$ cat src/rtl/km_loader_pkg.sv
// Shared constants and types for the kernel-memory loader.
// KM_DEPTH : coefficient / memory word width in bits (multiple of 8)
// KM_AW    : kernel-memory address width
// KM_WORDS : number of kernel-memory locations (2**KM_AW)
package km_loader_pkg;

  localparam int KM_DEPTH = 16;
  localparam int KM_AW    = 5;
  localparam int KM_WORDS = 2 ** KM_AW;

  // Largest legal load length, sized to the KML_LEN port.
  localparam logic [KM_AW:0] KM_LEN_MAX = (KM_AW + 1)'(KM_WORDS);

  typedef enum logic [1:0] {
    KML_IDLE = 2'd0,
    KML_LOAD = 2'd1,
    KML_FIN  = 2'd2
  } kml_state_t;

  function automatic logic len_legal(input logic [KM_AW:0] len);
    return (len != '0) && (len <= KM_LEN_MAX);
  endfunction

endpackage

$ cat src/rtl/km_loader.sv
// Kernel-memory loader: takes coefficients from a valid/ready stream and
// writes them to consecutive kernel-memory locations starting at KML_BASE.
// Ports:
//   KML_CLK, KML_RST        clock, synchronous active-high reset
//   KML_START/BASE/LEN      load request (sampled only when idle)
//   S_VALID/S_DATA/S_READY  coefficient stream
//   KM_WE/KM_ADDR/KM_DIN    registered kernel-memory write port
//   KML_BUSY                load in progress, kernel reads invalid
//   KML_DONE                one-cycle pulse alongside the final write
//   KML_ERR                 one-cycle pulse for a rejected (bad length) start
//
// state | meaning
// IDLE  | waiting for START; BUSY low
// LOAD  | S_READY high, one write per accepted word
// FIN   | final write presented, DONE pulses, BUSY still high
module km_loader
  import km_loader_pkg::*;
(
  input  logic                KML_CLK,
  input  logic                KML_RST,
  input  logic                KML_START,
  input  logic [KM_AW-1:0]    KML_BASE,
  input  logic [KM_AW:0]      KML_LEN,
  input  logic                S_VALID,
  input  logic [KM_DEPTH-1:0] S_DATA,
  output logic                S_READY,
  output logic                KM_WE,
  output logic [KM_AW-1:0]    KM_ADDR,
  output logic [KM_DEPTH-1:0] KM_DIN,
  output logic                KML_BUSY,
  output logic                KML_DONE,
  output logic                KML_ERR
);

  kml_state_t r_state;
  kml_state_t w_state_nxt;

  logic [KM_AW-1:0]    r_addr;
  logic [KM_AW:0]      r_rem;
  logic                r_km_we;
  logic [KM_AW-1:0]    r_km_addr;
  logic [KM_DEPTH-1:0] r_km_din;
  logic                r_err;

  logic w_start;
  logic w_start_ok;
  logic w_start_bad;
  logic w_hs;
  logic w_last;

  assign w_start     = KML_START && (r_state == KML_IDLE);
  assign w_start_ok  = w_start && len_legal(KML_LEN);
  assign w_start_bad = w_start && !len_legal(KML_LEN);
  assign w_hs        = S_VALID && S_READY;
  assign w_last      = (r_rem == (KM_AW + 1)'(1));

  always_ff @(posedge KML_CLK) begin
    if (KML_RST) r_state <= KML_IDLE;
    else         r_state <= w_state_nxt;
  end

  always_comb begin
    w_state_nxt = r_state;
    S_READY     = 1'b0;
    KML_BUSY    = 1'b0;
    KML_DONE    = 1'b0;
    case (r_state)
      KML_IDLE: begin
        if (w_start_ok) w_state_nxt = KML_LOAD;
      end
      KML_LOAD: begin
        S_READY  = 1'b1;
        KML_BUSY = 1'b1;
        if (S_VALID && w_last) w_state_nxt = KML_FIN;
      end
      KML_FIN: begin
        // The last write is on the port this cycle; memory is final next cycle.
        KML_BUSY    = 1'b1;
        KML_DONE    = 1'b1;
        w_state_nxt = KML_IDLE;
      end
      default: w_state_nxt = KML_IDLE;
    endcase
  end

  always_ff @(posedge KML_CLK) begin
    if (KML_RST) begin
      r_addr    <= '0;
      r_rem     <= '0;
      r_km_we   <= 1'b0;
      r_km_addr <= '0;
      r_km_din  <= '0;
      r_err     <= 1'b0;
    end else begin
      r_km_we <= w_hs;
      r_err   <= w_start_bad;
      if (w_start_ok) begin
        r_addr <= KML_BASE;
        r_rem  <= KML_LEN;
      end else if (w_hs) begin
        // Address wraps naturally at KM_WORDS.
        r_km_addr <= r_addr;
        r_km_din  <= S_DATA;
        r_addr    <= r_addr + KM_AW'(1);
        r_rem     <= r_rem - (KM_AW + 1)'(1);
      end
    end
  end

  assign KM_WE   = r_km_we;
  assign KM_ADDR = r_km_addr;
  assign KM_DIN  = r_km_din;
  assign KML_ERR = r_err;

endmodule

$ cat config.mk
export PLATFORM = sky130hd
export DESIGN_NAME = km_loader
export DESIGN_NICKNAME = d
export VERILOG_FILES = /design/src/rtl/km_loader_pkg.sv /design/src/rtl/km_loader.sv
export SDC_FILE = /design/constraint.sdc
export NUM_CORES = 1
export LEC_CHECK = 0
export ABC_AREA = 1
export BUFFER_PORTS_ARGS = -buffer_cell sky130_fd_sc_hd__buf_2
export CAP_MARGIN = 20
export CORE_MARGIN = 10
export CORE_UTILIZATION = 54
export CTS_BUF_LIST = sky130_fd_sc_hd__clkbuf_4 sky130_fd_sc_hd__clkbuf_8 sky130_fd_sc_hd__clkbuf_16
export DETAILED_ROUTE_END_ITERATION = 10
export MAX_ROUTING_LAYER = met4
export PLACE_DENSITY = 0.8
export REMOVE_ABC_BUFFERS = 1
export SLEW_MARGIN = 20
export SYNTH_ARGS = -nofsm -noshare
export SYNTH_HDL_FRONTEND = slang
export SYNTH_SLANG_ARGS = --single-unit
$ cat constraint.sdc
create_clock -name KML_CLK -period 2.22 [get_ports KML_CLK]
set_clock_uncertainty 0.15 [all_clocks]
set_input_delay 0.222 -clock KML_CLK [delete_from_list [all_inputs] [get_ports KML_CLK]]
set_output_delay 0.222 -clock KML_CLK [all_outputs]
set_load 0.1 [all_outputs]
==> results summary, run 1 <==
The flow ran to the end, and the final reports show no timing, DRC or antenna violations. The setup slack after placement came out at 0.304 ns. The fraction of synthesized cell area taken by the top area cell type is 0.396. The final worst-path setup slack is 0.278 ns.

The total inserted antenna cells came out at 0. The depth of the worst hold-timing path came out at 5. The number of top-level pins came out at 57. The total count of max-transition violations in the final report came to 0. The clock insertion delay at the later pin of the skew report came out at 0.34 ns. The delay of the slowest critical-path stage came out at about 0.44 ns. The area of the die is 6090 um2. Entering global routing, the biggest net connects 29 pins.

The number of rows in the core area is 21. The critical path ends at KM_DIN[6]. The number of non-filler instances in the completed layout is 363. The async set-reset flop share out of synthesis came out at 0. The final estimated routing congestion in global placement is approximately 0.85.

The critical path class is reg2reg. After detailed routing, the total wire length is 4450 um. Among all flip-flop cells after synthesis, the most frequent one is dfxtp_1.

The minimum period implied by the final worst setup slack is 1.94 ns. The detail-routed net length per standard cell came out at 12.2 um. Traced cell by cell, the critical path runs through inv_1, ha_1, nand2_1, inv_1, nand3_4, nand2_4, inv_2, nor2_2, nor2_1. In the finished design, the share of the clock period the worst path needs comes to 0.875. Counting the buffers created by CTS gives 5. The cell that appears most often on the critical path is inv_1. In this run the power density over the cells is 1310 nW/um2. STA classifies the critical path startpoint as a flip-flop.

The number of fill cells in the layout came out at about 290. The die outline height came out at 78.0 um. The number of max-capacitance violations reported is 0. The initial antenna violation count came out at 0. The path class of the tightest hold or removal check is in2reg.

The count of endpoints failing hold in the final timing report came out at 0. The count of TritonRoute iterations in the first routing pass is 4. Grouping stages by cell kind, the critical path spends the most delay in buffers and inverters.

Sorting the synthesized cells by area gives the leading types as dfxtp_1, nand3_1, nor2_2. On the critical path, the stage with the largest delay is an instance of inv_2. The total of buffers placed on input and output ports is 56. The required time of the critical path came out at 2.34 ns. CTS built an H-tree with a depth of 2.

The clock tree from TritonCTS is done. The final-report setup violation count is 0. The overall power consumption came out at 0.00306 W. The total of cells resized after clock tree synthesis came out at 0. Setup repair after global routing left no endpoint under its margin.

The number of placed cells counting well taps came out at between 300 and 400. For the worst setup path, the data arrival time is 2.06 ns. Adding up every negative setup slack in the final design gives 0 ns. The share of the core filled with cells is 0.714. The endpoint identified for the worst register-to-register timing path is KM_DIN[6]. The placed wire-length estimate is slightly below 3000 um.

The static leakage came out at 1.19 nW. For this run the aggregate overflow at the end of global routing stands at 0. The actual slew at the worst max-slew pin came out at 0.712 ns. The most critical setup path has its startpoint at r_state[0].

The synthesized design spends more area on one cell type than any other, namely dfxtp_1. The peak supply drop is 0.00123 V. The count of flip-flops with a built-in enable after synthesis came out at 0. The depth of the most critical reg-to-reg path came out at 9. Together, buffers and inverters on the worst path number 3.

Dividing the detail-routed via count by the number of cells gives 4.80. The worst min-delay path startpoint is KML_BASE[2]. The via count of the first global-routing pass is 1772. After detailed routing, the number of remaining DRC violations is 0. The count of nets left with antenna violations after detail routing is 0.

The post-CTS clock slew at the launch and capture registers of the worst setup and hold paths is 0.12 ns. The cell depth of the worst setup path came out at 9. The part of the Yosys area used for sequential elements is 0.396. The final net count came out at 354. The number of different library cells used by synthesis comes to 23.

STA classifies the critical path endpoint as a flip-flop. The synthesized design contains 36 register bits. The global-route usage over all layers came out at 0.156.

Synthesis produced a netlist whose cell count is between 200 and 250. From left edge to right edge, the die measures between 70 and 80 um. The tree is rooted in a clkbuf_4.

The worst reg-to-reg setup slack is 0.28 ns. The count of yosys warnings during synthesis is 0. The mean instance size in the synthesized netlist is 7.46 um2.

The upper clock frequency limit came out at 515 MHz. After synthesis the cells add up to 1820 um2. The detailed-route via count came out at about 1700. The initial DRC count came out at 99. The layout overhead on the synthesized area came out at 28.8%.

The share of layout cells above drive strength 1 came out at 0.312. The commonest cells after synthesis are dfxtp_1, nand3_1, nand2_1, nor2_1, inv_1. Of all nets on the critical path, the largest fanout is 21. The effective utilization at floorplan came out at 0.554. The launch point of the worst reg-to-reg path is r_state[0]. The maximum clock path buffer count is 2. The clock sink count is 36. The global-route wire length before repair came out at 7890 um. In this run the standard cell core region covers around 3300 um2.

The remaining max-slew budget at the tightest pin came out at 0.525.
routing by layer:
layer	GRT usage	share of wire	vias to the layer above
li1	-	-	908
met1	0.181	0.47	787
met2	0.255	0.47	45
met3	0.0433	0.058	2
met4	0.0538	0.0034	0
met5	-	0	-
how the worst min path moves through the flow:
stage / end
CTS: r_addr[2]
global placement: r_addr[1]
finish: r_addr[2]
global route: r_addr[0]
floorplan: r_addr[1]
detailed placement: KML_ERR
layout make-up:
class                           instances  area, um2  area share
Clock buffer                            5       37.5      0.0160
Clock inverter                          3       42.5      0.0182
Inverter                               26       97.6      0.0416
Multi-Input combinational cell        170        907       0.387
Sequential cell                        36        721       0.308
Tap cell                               46       57.6      0.0246
Timing Repair Buffer                   77        480       0.205
where the power goes:
group          internal [W]  switching (W)
Sequential         0.000786       0.000106
Clock              0.000235       0.000232
Combinational      0.000403        0.00130
Total               0.00142        0.00164
placed cells by master, fill, tap and decap left out, drive strengths merged, types with 2 or more instances in the layout:
cell	netlist	layout
dfxtp	36	36
xnor2	4	4
nor2	56	56
dlygate4sd3	0	17
nand4	2	2
xor2	2	2
clkbuf	3	5
nand2	38	38
nand3	38	38
inv	26	26
buf	9	60
o21ai	21	21
ha	7	7
state kept, by name (all words and copies together), names as in the netlist:
register / flops
KM_DIN: 16
r_rem: 6
KM_ADDR: 5
r_addr: 5
r_state: 2
KML_ERR: 1
KM_WE: 1
stage by stage:
stage / cell area [um2] / hold WS (ns)
floorplan: 1730 / 0.141
global placement: 2090 / 0.278
detailed placement: 2090 / 0.273
CTS: 2340 / 0.00714
global route: 2340 / 0.0133
finish: 2340 / 0.0316
logic make-up (layout without fill, tap and decap cells):
family	count (synthesis)	count (layout)	synth area share
AND/OR/NAND/NOR	134	134	0.355
buffers and inverters	38	111	0.105
flip-flops	36	36	0.396
AO/OA/AOI/OAI	23	23	0.0667
adder cells (fa/ha/maj)	7	7	0.0481
XOR/XNOR	6	6	0.0289
repair_timing:
item | 4_1_cts | 5_1_grt
hold buffers | 17 | 0
endpoints found under the setup margin | 0 | 0
endpoints found under the hold margin | 19 | 0
setup buffers | 0 | 0
worst register-to-register path, delay by kind of cell (launching register included):
| family | cells | cell delay, ns |
|---|---|---|
| adders and majority gates | 1 | 0.22 |
| DFF | 1 | 0.37 |
| and+or+nand+nor | 5 | 0.53 |
| buffers and inverters | 3 | 0.61 |
(Power assumes the default switching activity.)
==> run 2, diff against run 1 <==
--- a/config.mk
+++ b/config.mk
@@ -7,15 +7,17 @@
 export LEC_CHECK = 0
 export ABC_AREA = 1
 export BUFFER_PORTS_ARGS = -buffer_cell sky130_fd_sc_hd__buf_2
-export CAP_MARGIN = 20
+export CAP_MARGIN = 25
 export CORE_MARGIN = 10
 export CORE_UTILIZATION = 54
 export CTS_BUF_LIST = sky130_fd_sc_hd__clkbuf_4 sky130_fd_sc_hd__clkbuf_8 sky130_fd_sc_hd__clkbuf_16
 export DETAILED_ROUTE_END_ITERATION = 10
 export MAX_ROUTING_LAYER = met4
 export PLACE_DENSITY = 0.8
+export RECOVER_POWER = 25
 export REMOVE_ABC_BUFFERS = 1
 export SLEW_MARGIN = 20
 export SYNTH_ARGS = -nofsm -noshare
 export SYNTH_HDL_FRONTEND = slang
 export SYNTH_SLANG_ARGS = --single-unit
+export TNS_END_PERCENT = 10
==> run 2 against run 1 <==
First-iteration DRC count is 29% lower. Die area stayed put. Sequential power hardly changed. Sequential cell count stayed put. Global-route usage stayed put. Sequential share of layout area is 0.099 points higher. Critical endpoint unchanged.
==> results summary, run 2 (synthesis gave the netlist of run 1 again) <==
The tree is rooted in a clkbuf_4. The worst setup path is launched from a flip-flop. The maximum clock path buffer count came out at 2 (unchanged).

The number of rows in the core area came out at 21 (unchanged). The final wirelength came out at 4450 um (+0.16%). The highest-delay cell along the critical path is inv_2.

The static leakage came out at 1.17 nW (-2.0%). Setup repair after global routing left no endpoint under its margin. The fraction of power consumed by the clock network is 0.153 (about the same). The total number of H-tree levels is 2 (unchanged). The clock insertion delay at the later pin of the skew report came out at 0.34 ns (about the same).

The buffers plus inverters on the worst setup path came out at 3 (unchanged). The most repeated library cell on the critical path is inv_1. The share of the core filled with cells came to 0.711 (-0.00229). The total count of max-transition violations in the final report is 0 (unchanged). The number of top-level pins was 57 (unchanged).

The clock sink count came to 36 (unchanged). The number of max-capacitance violations reported came out at 0 (unchanged). The initial antenna violation count is 0 (unchanged). TritonCTS built the clock tree. Walking the worst path, the cells encountered are inv_1, ha_1, nand2_1, inv_1, nand3_4, nand2_4, inv_2, nor2_2, nor2_1. The flip-flop count of the largest register after layout is 16 (unchanged).

The share of layout cells above drive strength 1 came out at 0.300 (-0.0126). The total of cells resized after clock tree synthesis came out at 0 (unchanged). The via count of the first global-routing pass came out at 1772 (unchanged).

The total congestion overflow is 0 (unchanged). Leaving out fill and tap cells, the most frequent cell in the layout is buf_2. The flow ran to the end, and the final reports show no timing, DRC or antenna violations.

The actual slew at the worst max-slew pin is 1.17 ns (+0.458 ns). The worst reg-to-reg setup slack is 0.26 ns (-0.02 ns). The final estimated routing congestion in global placement came out at 0.850 (unchanged).

The total inserted antenna cells was 0 (unchanged). The die outline height is 78.0 um (unchanged). The design internal power came out at 0.00142 W (-0.52%). The count of nets left with antenna violations after detail routing came out at 0 (unchanged). The global-route usage over all layers is 0.156 (unchanged).

The pin count of the biggest net entering global routing came out at 29 (unchanged). The kind of capture point of the worst setup path is a flip-flop. The fraction of power spent switching nets is 0.536 (+0.00155). The area inside the core boundary came out at 3280 um2 (unchanged). The part of the total power dissipated in combinational logic came out at 0.555 (about the same). The detail-routed net length per standard cell came out at 12.3 um (+0.16%). In this run the worst hold path is classified as in2reg. The share of the clock period used by the worst path after layout came out at 0.882 (+0.00686). The net switching power is 0.00164 W (about the same). The die span in x is 78.0 um (unchanged). The sum of negative setup slack is 0 ns (unchanged).

The number of fill cells in the layout is 292 (+1.4%). The final-report setup violation count was 0 (unchanged). The detailed-route via count is 1759 (+0.98%). The overall power consumption came to 0.00305 W (-0.19%). The required time of the critical path is 2.33 ns (about the same). The peak supply drop is 0.00123 V (about the same).

The layout overhead on the synthesized area came out at 28.4%. The upper clock frequency limit is 511 MHz (-0.78%). The ratio of routed vias to standard cells came to 4.85 (+0.98%). The initial DRC count was 70 (-29%). The top cell family by delay on the critical path is buffers and inverters. The total clock buffers created by CTS came out at 5 (unchanged).

The maximum fanout count along the critical path was 21 (unchanged). The effective utilization at floorplan came out at 0.554 (unchanged). The arrival time of data at the critical path endpoint is 2.07 ns (about the same). The placed wire-length estimate came out at 2970 um (unchanged). The count of TritonRoute iterations in the first routing pass is 4 (unchanged). The critical path is of the reg2reg type. The area of the die was 6090 um2 (unchanged). The remaining max-slew budget at the tightest pin came to 0.224 (-0.301).

The count of endpoints failing hold in the final timing report came to 0 (unchanged). The power density of the placed cells is 1310 nW/um2 (+0.13%). The sequential share of power came out at 0.293 (about the same).

The total of buffers placed on input and output ports was 56 (unchanged). In the layout the commonest cells are buf_2, dfxtp_1, nand3_1. The delay of the slowest critical-path stage is 0.44 ns (about the same). The final net count came out at 354 (unchanged). The final routed DRC violation total came out at 0 (unchanged).

The post-CTS clock slew at the launch and capture registers of the worst setup and hold paths came out at 0.12 ns (about the same). The minimum period implied by the final worst setup slack is 1.96 ns (+0.0152 ns). The global-route wire length before repair is 7890 um (unchanged).
## run 2: final cells by class
| cell class | instances | area [um2] | share of cell area |
|---|---|---|---|
| multi-input cells | 170 | 907 | 0.388 |
| flip-flops and latches | 36 | 721 | 0.309 |
| repair buffers | 77 | 473 | 0.202 |
| inverters | 26 | 97.6 | 0.0418 |
| well taps | 46 | 57.6 | 0.0246 |
| clock inverters | 3 | 42.5 | 0.0182 |
| clock buffers | 5 | 37.5 | 0.0161 |
## run 2: worst paths after layout
kind	end	cells past startpoint	start
setup / recovery	KM_DIN[6]	9	r_state[0]
setup reg to reg	KM_DIN[6]	9	r_state[0]
hold / removal	r_addr[2]	5	KML_BASE[2]
hold reg to reg	KM_ADDR[1]	2	KM_ADDR[1]
## run 2: worst min-delay path: stages
cell	delay (ns)
buf_2	0.08
nand2_1	0.04
nand3_1	0.07
nand2_1	0.05
inv_1	0.04
## run 2: power by group through the flow
stage / registers (W) / logic (W) / clock network, W
floorplan: 0.00146 / 0.000861 / 0
global placement: 0.000897 / 0.00166 / 0
detailed placement: 0.000900 / 0.00168 / 0
CTS: 0.000886 / 0.00171 / 0.000481
global route: 0.000912 / 0.00184 / 0.000509
finish: 0.000894 / 0.00169 / 0.000466
## run 2: what timing repair did
item,in CTS,in global routing
hold buffers,17,0
endpoints found under the hold margin,19,0
endpoints found under the setup margin,0,0
buffers inserted,0,0
## run 2: through the flow
step	instance area [um2]	hold slack, ns	instances	setup WS (ns)
2_1_floorplan	1730	0.141	232	-0.752
3_3_place_gp	2090	0.278	338	0.360
3_5_place_dp	2090	0.273	338	0.304
4_1_cts	2340	0.00714	363	0.263
5_1_grt	2340	0.0135	363	0.132
6_report	2340	0.0294	363	0.262
## run 2: per-layer routing
layer  vias to the layer above  track usage  wire, um
met5                         -            -         0
met4                         0       0.0538         0
met3                         0       0.0433       290
met1                       788        0.181      2060
li1                        912            -         -
met2                        59        0.255      2110
==> run 3, diff against run 2 <==
--- a/config.mk
+++ b/config.mk
@@ -6,14 +6,14 @@
 export NUM_CORES = 1
 export LEC_CHECK = 0
 export ABC_AREA = 1
-export BUFFER_PORTS_ARGS = -buffer_cell sky130_fd_sc_hd__buf_2
 export CAP_MARGIN = 25
 export CORE_MARGIN = 10
-export CORE_UTILIZATION = 54
-export CTS_BUF_LIST = sky130_fd_sc_hd__clkbuf_4 sky130_fd_sc_hd__clkbuf_8 sky130_fd_sc_hd__clkbuf_16
+export CORE_UTILIZATION = 65
+export CTS_BUF_LIST = sky130_fd_sc_hd__clkbuf_4 sky130_fd_sc_hd__clkbuf_8
 export DETAILED_ROUTE_END_ITERATION = 10
+export DONT_BUFFER_PORTS = 1
 export MAX_ROUTING_LAYER = met4
-export PLACE_DENSITY = 0.8
+export PLACE_DENSITY = 0.77
 export RECOVER_POWER = 25
 export REMOVE_ABC_BUFFERS = 1
 export SLEW_MARGIN = 20
==> run 3 against run 2 <==
Setup slack got worse by 0.028 ns. Total power rose by 3.3%. Core utilization rose by 14 points. Routed wire length rose by 18%. Final area fell by 0.96%. First-iteration DRC count rose by 80%. Non-clock buffer count fell by 19. Hold slack improved by 0.062 ns. Register-to-register slack got worse by 0.03 ns. Clock power rose by 2%. Cell count fell by 9.4%. Sequential share of layout area rose by 0.30 points.
==> results summary, run 3 (synthesis gave the netlist of run 1 again) <==
The global-route usage over all layers came out at 0.208 (+0.0520). The final wirelength is 5230 um (+18%). The required time of the critical path came out at 2.36 ns (+0.03 ns). The number of placed cells counting well taps is 293 (-13%). The share of the clock period used by the worst path after layout is 0.894 (+0.0127). The maximum clock path buffer count is 2 (unchanged). The total clock buffers created by CTS is 5 (unchanged).

The met3 global-route usage is 0.0830 (+0.0397). The global routing met2 resource utilization is 0.354 (+0.0986). The min-delay analysis places its worst path in the category in2reg.

The ratio of routed vias to standard cells is 5.56 (+15%). The total count of max-transition violations in the final report came out at 0 (unchanged). The remaining max-slew budget at the tightest pin was 0.419 (+0.196).

The total inserted antenna cells came out at 0 (unchanged). The share of layout cells above drive strength 1 came to 0.228 (-0.0715). The worst setup path is of the reg2reg kind. The initial antenna violation count is 0 (unchanged). The initial DRC count came out at 126 (+80%). The final-report setup violation count came out at 0 (unchanged). The die outline height is 72.9 um (-6.6%). The number of non-filler instances in the completed layout is 329 (-9.4%). The peak supply drop is 0.00140 V (+13%).

The via count of the first global-routing pass came out at 1849 (+4.3%). The met1 usage in global routing came to 0.202 (+0.0213). The global-route wire length before repair came to 8590 um (+8.9%). The total congestion overflow was 0 (unchanged). The detail-routed net length per standard cell was 15.9 um (+30%). TritonCTS built the clock tree. The power density of the placed cells came out at 1360 nW/um2 (+4.3%). The hold-fix buffer count after cts came to 28 (+11). The layer flagged by global routing as most heavily used is met2. STA classifies the critical path endpoint as a flip-flop. Relative to the synthesized area, the layout overhead comes to 27.2%. The placed wire-length estimate came out at 3340 um (+12%). The number of post-CTS setup repair buffers is 0 (unchanged). The actual slew at the worst max-slew pin is 0.870 ns (-0.299 ns).

Setup repair after global routing left no endpoint under its margin. The setup slack after placement was 0.265 ns (-0.0391 ns). The final worst-path setup slack came out at 0.234 ns (-0.0281 ns). The area of the die is 5320 um2 (-13%). The static leakage came out at 1.11 nW (-4.8%). The total of cells resized after clock tree synthesis is 0 (unchanged).

The upper clock frequency limit is 504 MHz (-1.4%). The total number of H-tree levels came out at 2 (unchanged). The final estimated routing congestion in global placement is 0.899 (+5.8%). The effective utilization at floorplan is 0.671 (+0.117). The number of rows in the core area came to 19 (-9.5%). The clock sink count came to 36 (unchanged).

The count of endpoints failing hold in the final timing report came out at 0 (unchanged). The die span in x came out at 72.9 um (-6.6%). The pin count of the biggest net entering global routing came out at 32 (+10%). CTS placed an instance of clkbuf_4 at the clock tree root. The number of fill cells in the layout was 164 (-44%).

STA classifies the critical path startpoint as a flip-flop. Leaving out fill and tap cells, the most frequent cells in the layout are dfxtp_1, nand3_1, nand2_1. The area inside the core boundary is 2710 um2 (-17%). The post-CTS clock slew at the launch and capture registers of the worst setup and hold paths is 0.12 ns (about the same).

The detailed-route via count came out at 1829 (+4.0%). The count of TritonRoute iterations in the first routing pass came out at 4 (unchanged). The arrival time of data at the critical path endpoint came out at 2.13 ns (+0.06 ns). The minimum period implied by the final worst setup slack came out at 1.99 ns (+0.0281 ns). The flip-flop count of the largest register after layout is 16 (unchanged). The area occupied by registers came out at 721 um2 (unchanged). The final routed DRC violation total is 0 (unchanged). The run finished with clean final reports.

The maximum fanout count along the critical path came to 21 (unchanged). The number of top-level pins is 57 (unchanged). The number of max-capacitance violations reported came out at 0 (unchanged). The overall power consumption is 0.00315 W (+3.3%).

The combined area of the multi-input logic cells is 907 um2 (unchanged). The final net count is 335 (-5.4%). The tightest hold margin is 0.0912 ns (+0.0618 ns). The share of the core filled with cells was 0.854 (+0.142). The count of nets left with antenna violations after detail routing is 0 (unchanged). The clock insertion delay at the later pin of the skew report is 0.35 ns (about the same). The total of buffers placed on input and output ports came out at 0 (-100%).
==> run 3: changes by cell type in the layout (fill, tap and decap cells not counted) <==
cell           previous run  this run
buf_2                    43         0
buf_4                     3        16
clkbuf_1                  4         1
clkbuf_2                 10        13
clkbuf_4                  5         6
clkinvlp_4                1         0
dlygate4sd3_1            17        28
==> run 3: worst max-delay path, stage by stage (launching register included) <==
cell,delay (ns)
dfxtp_1,0.38
inv_1,0.09
ha_1,0.23
nand2_1,0.11
inv_1,0.09
nand3_4,0.09
nand2_4,0.14
inv_2,0.44
nor2_1,0.09
nor2_1,0.12
==> run 3: cell type report <==
type	count	area share
Multi-Input combinational cell	170	0.392
Sequential cell	36	0.312
Timing Repair Buffer	58	0.203
Inverter	26	0.0422
Clock buffer	6	0.0195
Tap cell	31	0.0168
Clock inverter	2	0.0151
==> run 3: worst paths after layout <==
check	to	from	cells past startpoint	slack, ns
hold reg to reg	KM_ADDR[0]	KM_ADDR[0]	2	0.35
setup / recovery	KM_DIN[0]	r_state[0]	9	0.23
hold / removal	KML_ERR	KML_LEN[5]	4	0.09
setup reg to reg	KM_DIN[0]	r_state[0]	9	0.23
==> run 3: metal layers <==
metal	vias to the layer above	wire length [um]
met1	844	1880
li1	877	-
met3	18	520
met4	0	172
met5	-	0
met2	90	2670
==> run 3: report_power, final <==
group | internal (W) | switching [W] | leakage [nW]
logic | 0.000437 | 0.00135 | 0.775
registers | 0.000785 | 0.000102 | 0.294
clock network | 0.000248 | 0.000227 | 0.0456
==> run 3: through the flow <==
stage,TNS (ns),instance area (um2)
after floorplan,-18.49,1730
after global placement,0,1990
after detailed placement,0,1990
after CTS,0,2350
after global routing,0,2310
final,0,2310
